File: src/rtl/contador_prog_if.sv
// Control/status bundle for contador_prog; irq/irq_clr exist only with CONTADOR_PROG_IRQ_EN.
interface contador_prog_if #(
    parameter int WIDTH = 4
);
    logic             load;
    logic [WIDTH-1:0] load_val;
    logic             start;
    logic             stop;
    logic             dir;
    logic [1:0]       mode;
    logic [WIDTH-1:0] count;
    logic             zero;
    logic             tc;
    logic             busy;
`ifdef CONTADOR_PROG_IRQ_EN
    logic             irq_clr;
    logic             irq;

    modport master (output load, load_val, start, stop, dir, mode, irq_clr,
                    input  count, zero, tc, busy, irq);
    modport slave  (input  load, load_val, start, stop, dir, mode, irq_clr,
                    output count, zero, tc, busy, irq);
`else
    modport master (output load, load_val, start, stop, dir, mode,
                    input  count, zero, tc, busy);
    modport slave  (input  load, load_val, start, stop, dir, mode,
                    output count, zero, tc, busy);
`endif
endinterface

File: src/rtl/contador_prog.sv
// Programmable up/down counter/timer with prescaler and saturate/wrap/auto-reload modes.
// Optional sticky interrupt enabled by defining CONTADOR_PROG_IRQ_EN.
module contador_prog #(
    parameter int WIDTH          = 4,
    parameter int RELOAD_DEFAULT = 4,
    parameter int PRESCALE       = 1
) (
    input  logic           clk,
    input  logic           rst,
    contador_prog_if.slave bus
);
    localparam int PW = (PRESCALE > 1) ? $clog2(PRESCALE) : 1;
    localparam logic [PW-1:0]    PRESCALE_MAX = PW'(PRESCALE - 1);
    localparam logic [WIDTH-1:0] RESET_VAL    = WIDTH'(RELOAD_DEFAULT);
    localparam logic [WIDTH-1:0] ONE          = WIDTH'(1);

    localparam logic [1:0] IDLE = 2'd0;
    localparam logic [1:0] RUN  = 2'd1;
    localparam logic [1:0] DONE = 2'd2;

    logic [1:0]       state, state_d;
    logic [WIDTH-1:0] count, count_d;
    logic [WIDTH-1:0] reload, reload_d;
    logic [PW-1:0]    presc, presc_d;
    logic             tc, tc_d;
    logic             busy;
    logic [WIDTH-1:0] terminal;

    assign terminal = bus.dir ? '1 : '0;

    // load only touches count/reload/prescaler; stop/start still steer the state
    // in the same cycle, and any of the three suppresses a step.
    always_comb begin
        state_d  = state;
        count_d  = count;
        reload_d = reload;
        presc_d  = presc;
        tc_d     = 1'b0;
        if (bus.load) begin
            count_d  = bus.load_val;
            reload_d = bus.load_val;
            presc_d  = '0;
        end
        if (bus.stop) begin
            state_d = IDLE;
            presc_d = '0;
        end else if (bus.start && state != RUN) begin
            state_d = RUN;
            presc_d = '0;
        end else if (!bus.load && state == RUN) begin
            if (presc == PRESCALE_MAX) begin
                presc_d = '0;
                if (count == terminal) begin
                    tc_d = 1'b1;
                    case (bus.mode)
                        2'b01:   count_d = bus.dir ? count + ONE : count - ONE;
                        2'b10:   count_d = reload;
                        default: state_d = DONE;
                    endcase
                end else begin
                    count_d = bus.dir ? count + ONE : count - ONE;
                end
            end else begin
                presc_d = presc + 1'b1;
            end
        end
    end

    always_ff @(posedge clk or negedge rst) begin
        if (!rst) begin
            state  <= IDLE;
            count  <= RESET_VAL;
            reload <= RESET_VAL;
            presc  <= '0;
            tc     <= 1'b0;
            busy   <= 1'b0;
        end else begin
            state  <= state_d;
            count  <= count_d;
            reload <= reload_d;
            presc  <= presc_d;
            tc     <= tc_d;
            busy   <= (state_d == RUN);
        end
    end

`ifdef CONTADOR_PROG_IRQ_EN
    logic irq;

    always_ff @(posedge clk or negedge rst) begin
        if (!rst) begin
            irq <= 1'b0;
        end else if (tc_d) begin
            irq <= 1'b1;
        end else if (bus.irq_clr) begin
            irq <= 1'b0;
        end
    end

    assign bus.irq = irq;
`endif

    assign bus.count = count;
    assign bus.zero  = (count == '0);
    assign bus.tc    = tc;
    assign bus.busy  = busy;
endmodule

File: src/flat_wrapper.sv
// flat-port wrapper written by rule: the top's interface ports become plain ports
module contador_prog_flat 
#(
    parameter int WIDTH          = 4,
    parameter int RELOAD_DEFAULT = 4,
    parameter int PRESCALE       = 1
)
  (clk, rst, bus_load, bus_load_val, bus_start, bus_stop, bus_dir, bus_mode, bus_count, bus_zero, bus_tc, bus_busy);
  contador_prog_if #(.WIDTH(WIDTH)) bus_i ();
  input  logic clk;
  input  logic rst;
  input wire logic [$bits(bus_i.load)-1:0] bus_load;
  input wire logic [$bits(bus_i.load_val)-1:0] bus_load_val;
  input wire logic [$bits(bus_i.start)-1:0] bus_start;
  input wire logic [$bits(bus_i.stop)-1:0] bus_stop;
  input wire logic [$bits(bus_i.dir)-1:0] bus_dir;
  input wire logic [$bits(bus_i.mode)-1:0] bus_mode;
  output wire logic [$bits(bus_i.count)-1:0] bus_count;
  output wire logic [$bits(bus_i.zero)-1:0] bus_zero;
  output wire logic [$bits(bus_i.tc)-1:0] bus_tc;
  output wire logic [$bits(bus_i.busy)-1:0] bus_busy;
  assign bus_i.load = bus_load;
  assign bus_i.load_val = bus_load_val;
  assign bus_i.start = bus_start;
  assign bus_i.stop = bus_stop;
  assign bus_i.dir = bus_dir;
  assign bus_i.mode = bus_mode;
  assign bus_count = bus_i.count;
  assign bus_zero = bus_i.zero;
  assign bus_tc = bus_i.tc;
  assign bus_busy = bus_i.busy;
  contador_prog #(.WIDTH(WIDTH), .RELOAD_DEFAULT(RELOAD_DEFAULT), .PRESCALE(PRESCALE)) u_core (.clk(clk), .rst(rst), .bus(bus_i));
endmodule
File: config.mk
export PLATFORM = sky130hd
export DESIGN_NAME = contador_prog_flat
export DESIGN_NICKNAME = d
export VERILOG_FILES = /design/src/rtl/contador_prog_if.sv /design/src/rtl/contador_prog.sv /design/src/flat_wrapper.sv
export SDC_FILE = /design/constraint.sdc
export NUM_CORES = 1
export LEC_CHECK = 0
export ABC_AREA = 0
export BUFFER_PORTS_ARGS = -buffer_cell sky130_fd_sc_hd__buf_2
export CORE_AREA = 2 2 46 48
export CTS_CLUSTER_SIZE = 40
export DETAILED_ROUTE_END_ITERATION = 7
export DIE_AREA = 0 0 48 50
export GPL_TIMING_DRIVEN = 0
export PLACE_DENSITY = 0.7
export SETUP_SLACK_MARGIN = 0.5
export SLEW_MARGIN = 15
export SYNTH_ARGS = -nofsm -noshare
export SYNTH_HDL_FRONTEND = slang
export SYNTH_SLANG_ARGS = --single-unit
export TNS_END_PERCENT = 10
File: constraint.sdc
create_clock -name clk -period 1.7 [get_ports clk]
set_input_delay 0.34 -clock clk [delete_from_list [all_inputs] [get_ports clk]]
set_output_delay 0.34 -clock clk [all_outputs]
set_load 0.03 [all_outputs]
==> results.sh <==
export IMPL_power_per_cell_area_nw_per_um2=846.2
export IMPL_post_route_min_period_ns=1.743
export IMPL_vias=813
export IMPL_drc_errors=0
export IMPL_status="finished, violations left"
export IMPL_mostFrequentLayoutCells="buf_2, inv_1, nand2_1, buf_4, dfrtp_1"
export IMPL_critical_path_max_stage_delay_ns=0.45
export IMPL_cts_buffers=3
export IMPL_leakagePower_nw=0.5059
export IMPL_number_of_enable_flip_flop_cells_after_synthesis=0
export IMPL_clock_skew_ns=0.0006786
export IMPL_synth_area_top_cells="dfrtp_1, dfstp_2, ha_1, a21oi_1, inv_1"
export IMPL_critPathLaunchType="register"
export IMPL_grt_pass1_vias=714
export IMPL_clock_root_buffer="clkbuf_4"
export IMPL_setup_viol_count_final=2
export IMPL_timing_hold_worst_start="bus_load_val[3]"
export IMPL_worstHoldPathType="in -> reg"
export IMPL_io_pins=19
export IMPL_critical_path_max_fanout=7
export IMPL_drv_max_cap_violation_count=0
export IMPL_finalWeightedCongestion=0.8337
export IMPL_timing_critical_path_cells="or3_4 -> a21o_4 -> o41ai_4 -> a21oi_1"
export IMPL_synth_seq_cells=12
export IMPL_worst_ir_drop_vdd_mv=0.5638
export IMPL_cp_data_arrival_time_ns=1.90
export IMPL_row_count=16
export IMPL_final_core_utilization_pct=62.83
export IMPL_firstDrtPassIters=7
export IMPL_failing_checks="setup timing"
export IMPL_fp_coreArea_sq_um=1902
export IMPL_layout_drive_gt1_share_pct=48.67
export IMPL_num_antenna_cells=0
export IMPL_gr_total_overflow=0
export IMPL_min_delay_path_depth=3
export IMPL_timing_final_crit_share_pct=102.5
export IMPL_synth_avg_cell_area_sq_um=9.533
export IMPL_synthesis_instances=84
export IMPL_antenna_violations_before_repair=0
export IMPL_grtUsageTotal_pct=18.79
export IMPL_clk_pin_slew_worst_paths_ns=0.08
export IMPL_tritoncts_num_sinks=12
export IMPL_post_route_worst_setup_slack_ns=-0.04326
export IMPL_synth_area_leader_cell="dfrtp_1"
export IMPL_reg2reg_depth=4
export IMPL_met2_wirelength_um=1129
export IMPL_mappedNetlistArea_sq_um=800.8
export IMPL_cts_path_max_buffers=2
export IMPL_synth_main_ff_cell="dfrtp_1"
export IMPL_grt_max_degree=13
export IMPL_max_clock_freq_mhz=573.6
export IMPL_layout_commonest_cell="buf_2"
export IMPL_port_buffers=18
export IMPL_holdPathEnd="u_core.reload[3]"
export IMPL_path_class="reg -> reg"
export IMPL_grt_pass1_wl_um=3201
export IMPL_clock_insertion_delay_worst_skew_ns=0.29
export IMPL_drt_initial_drc_count=17
export IMPL_holdWs_ns=0.2840
export IMPL_rrSetupSlack_ns=-0.04
export IMPL_critical_path_slowest_cell="dfrtp_2"
export IMPL_routed_met3_length_um=161
export IMPL_cp_end_kind="register"
export IMPL_cts_tree="built"
export IMPL_via_to_cell_ratio=5.807
export IMPL_worstReg2RegStart="u_core.bus.count[0]"
export IMPL_met1_length_um=897
export IMPL_die_x_um=48
export IMPL_critical_path_required_ns=1.86
export IMPL_start_util_pct=42.11
export IMPL_yosysWarningCount=0
export IMPL_final_net_count=131
export IMPL_wl_per_cell_um=15.95
export IMPL_routed_top_layer="met4"
export IMPL_rsz0062_at_grt="true"
export IMPL_finalWirelength_um=2233
export IMPL_final_max_slew_violation_count=0
export IMPL_cts_htree_levels=1
export IMPL_area_of_the_die_sq_um=2400
export IMPL_synth_top_area_share_pct=31.25
export IMPL_synthesis_nets=101
export IMPL_r2r_end="u_core.state[0]"
export IMPL_worst_pin_slew_ns=0.5392
export IMPL_dp_hpwl_um=1406
export IMPL_die_height_um=50
export IMPL_launch_point_of_the_worst_path="u_core.bus.count[0]"
export IMPL_ant_nets=0
export IMPL_postSynth_asyncResetShare_pct=100.0
export IMPL_synthDistinctLibCells=38
export IMPL_maxSlewHeadroom_pct=64.05
export IMPL_timing_hold_violations_final=0
export IMPL_layout_area_overhead_vs_synth_pct=49.22
export IMPL_synth_seq_area_share_pct=37.81
[per-layer routing]
metal	up-vias	track usage (%)
li1	373	-
met1	390	25.40
met2	43	28.44
met3	7	4.396
met4	0	6.757
met5	-	0
[cell type report]
type,count,area [sq um]
clock buffer,4,36.28
tap,27,33.78
fill,161,706.9
multi-input combinational,59,588.1
timing repair buffer,25,172.7
sequential,12,306.5
inverter,10,37.54
buffer,3,20.02
[registers in the layout, summed over array words and instances, names as in the netlist]
signal,count
u_core.bus.busy,1
u_core.state,2
u_core.reload,4
u_core.bus.tc,1
u_core.bus.count,4
[worst max-delay path by stage]
stage,end,slack [ns],depth (start not counted)
2_1_floorplan,u_core.bus.count[1],0.006,5
3_3_place_gp,u_core.bus.count[1],-0.16,6
3_5_place_dp,u_core.bus.count[1],-0.20,6
4_1_cts,u_core.bus.count[1],-0.02,5
5_1_grt,u_core.state[0],-0.08,4
6_report,u_core.state[0],-0.04,4
[logic make-up (layout without fill, tap and decap cells)]
logic type | count (synthesis) | count (layout) | synth area share, %
flip-flops | 12 | 12 | 37.81
XOR/XNOR | 2 | 2 | 2.188
multiplexers | 4 | 4 | 5.312
buffers and inverters | 13 | 42 | 6.405
AND/OR/NAND/NOR | 22 | 22 | 14.38
adder cells (fa/ha/maj) | 5 | 5 | 8.750
AO/OA/AOI/OAI | 26 | 26 | 25.16
[power breakdown]
group	total, W	internal, W	switching [W]
Sequential	0.000362	0.000321	0.0000412
Clock	0.000240	0.000131	0.000110
Combinational	0.000409	0.000182	0.000226
Total	0.00101	0.000634	0.000377
[worst max-delay path: cells and delay by family, from the launching register on]
kind            cells  cell delay [ns]
compound gates      3             0.73
flops               1             0.45
simple gates        1             0.42
[synth_stat cells (2+ instances only)]
cell       number
dfrtp_1        10
inv_1           9
nand2_1         8
a21oi_1         7
ha_1            4
nand3_1         4
o21ai_0         3
a2111oi_0       2
buf_2           2
dfstp_2         2
mux2_2          2
mux2i_1         2
nor2_1          2
o22ai_1         2
xnor2_1         2
[per-stage QoR]
step | TNS [ns] | std cells | cell area, sq um | setup WS (ns) | total power (W)
final | -0.06411 | 140 | 1195 | -0.04326 | 0.001011
after global routing | -0.1519 | 140 | 1195 | -0.07703 | 0.001062
after detailed placement | -0.6482 | 129 | 958.4 | -0.1970 | 0.0006489
after global placement | -0.5935 | 129 | 958.4 | -0.1554 | 0.0006420
after CTS | -0.01899 | 137 | 1127 | -0.01899 | 0.0009588
after floorplan | 0 | 84 | 834.6 | 0.005686 | 0.0005646
[repair_timing]
item                                   in CTS  in global routing
gates resized for setup                    23                  5
setup buffers                               3                  3
setup endpoints to repair                  13                 13
endpoints found under the hold margin      10                  0
pin swaps                                  17                  6
hold buffers                                1                  0
Note: power is estimated with default switching activity, not from simulation.
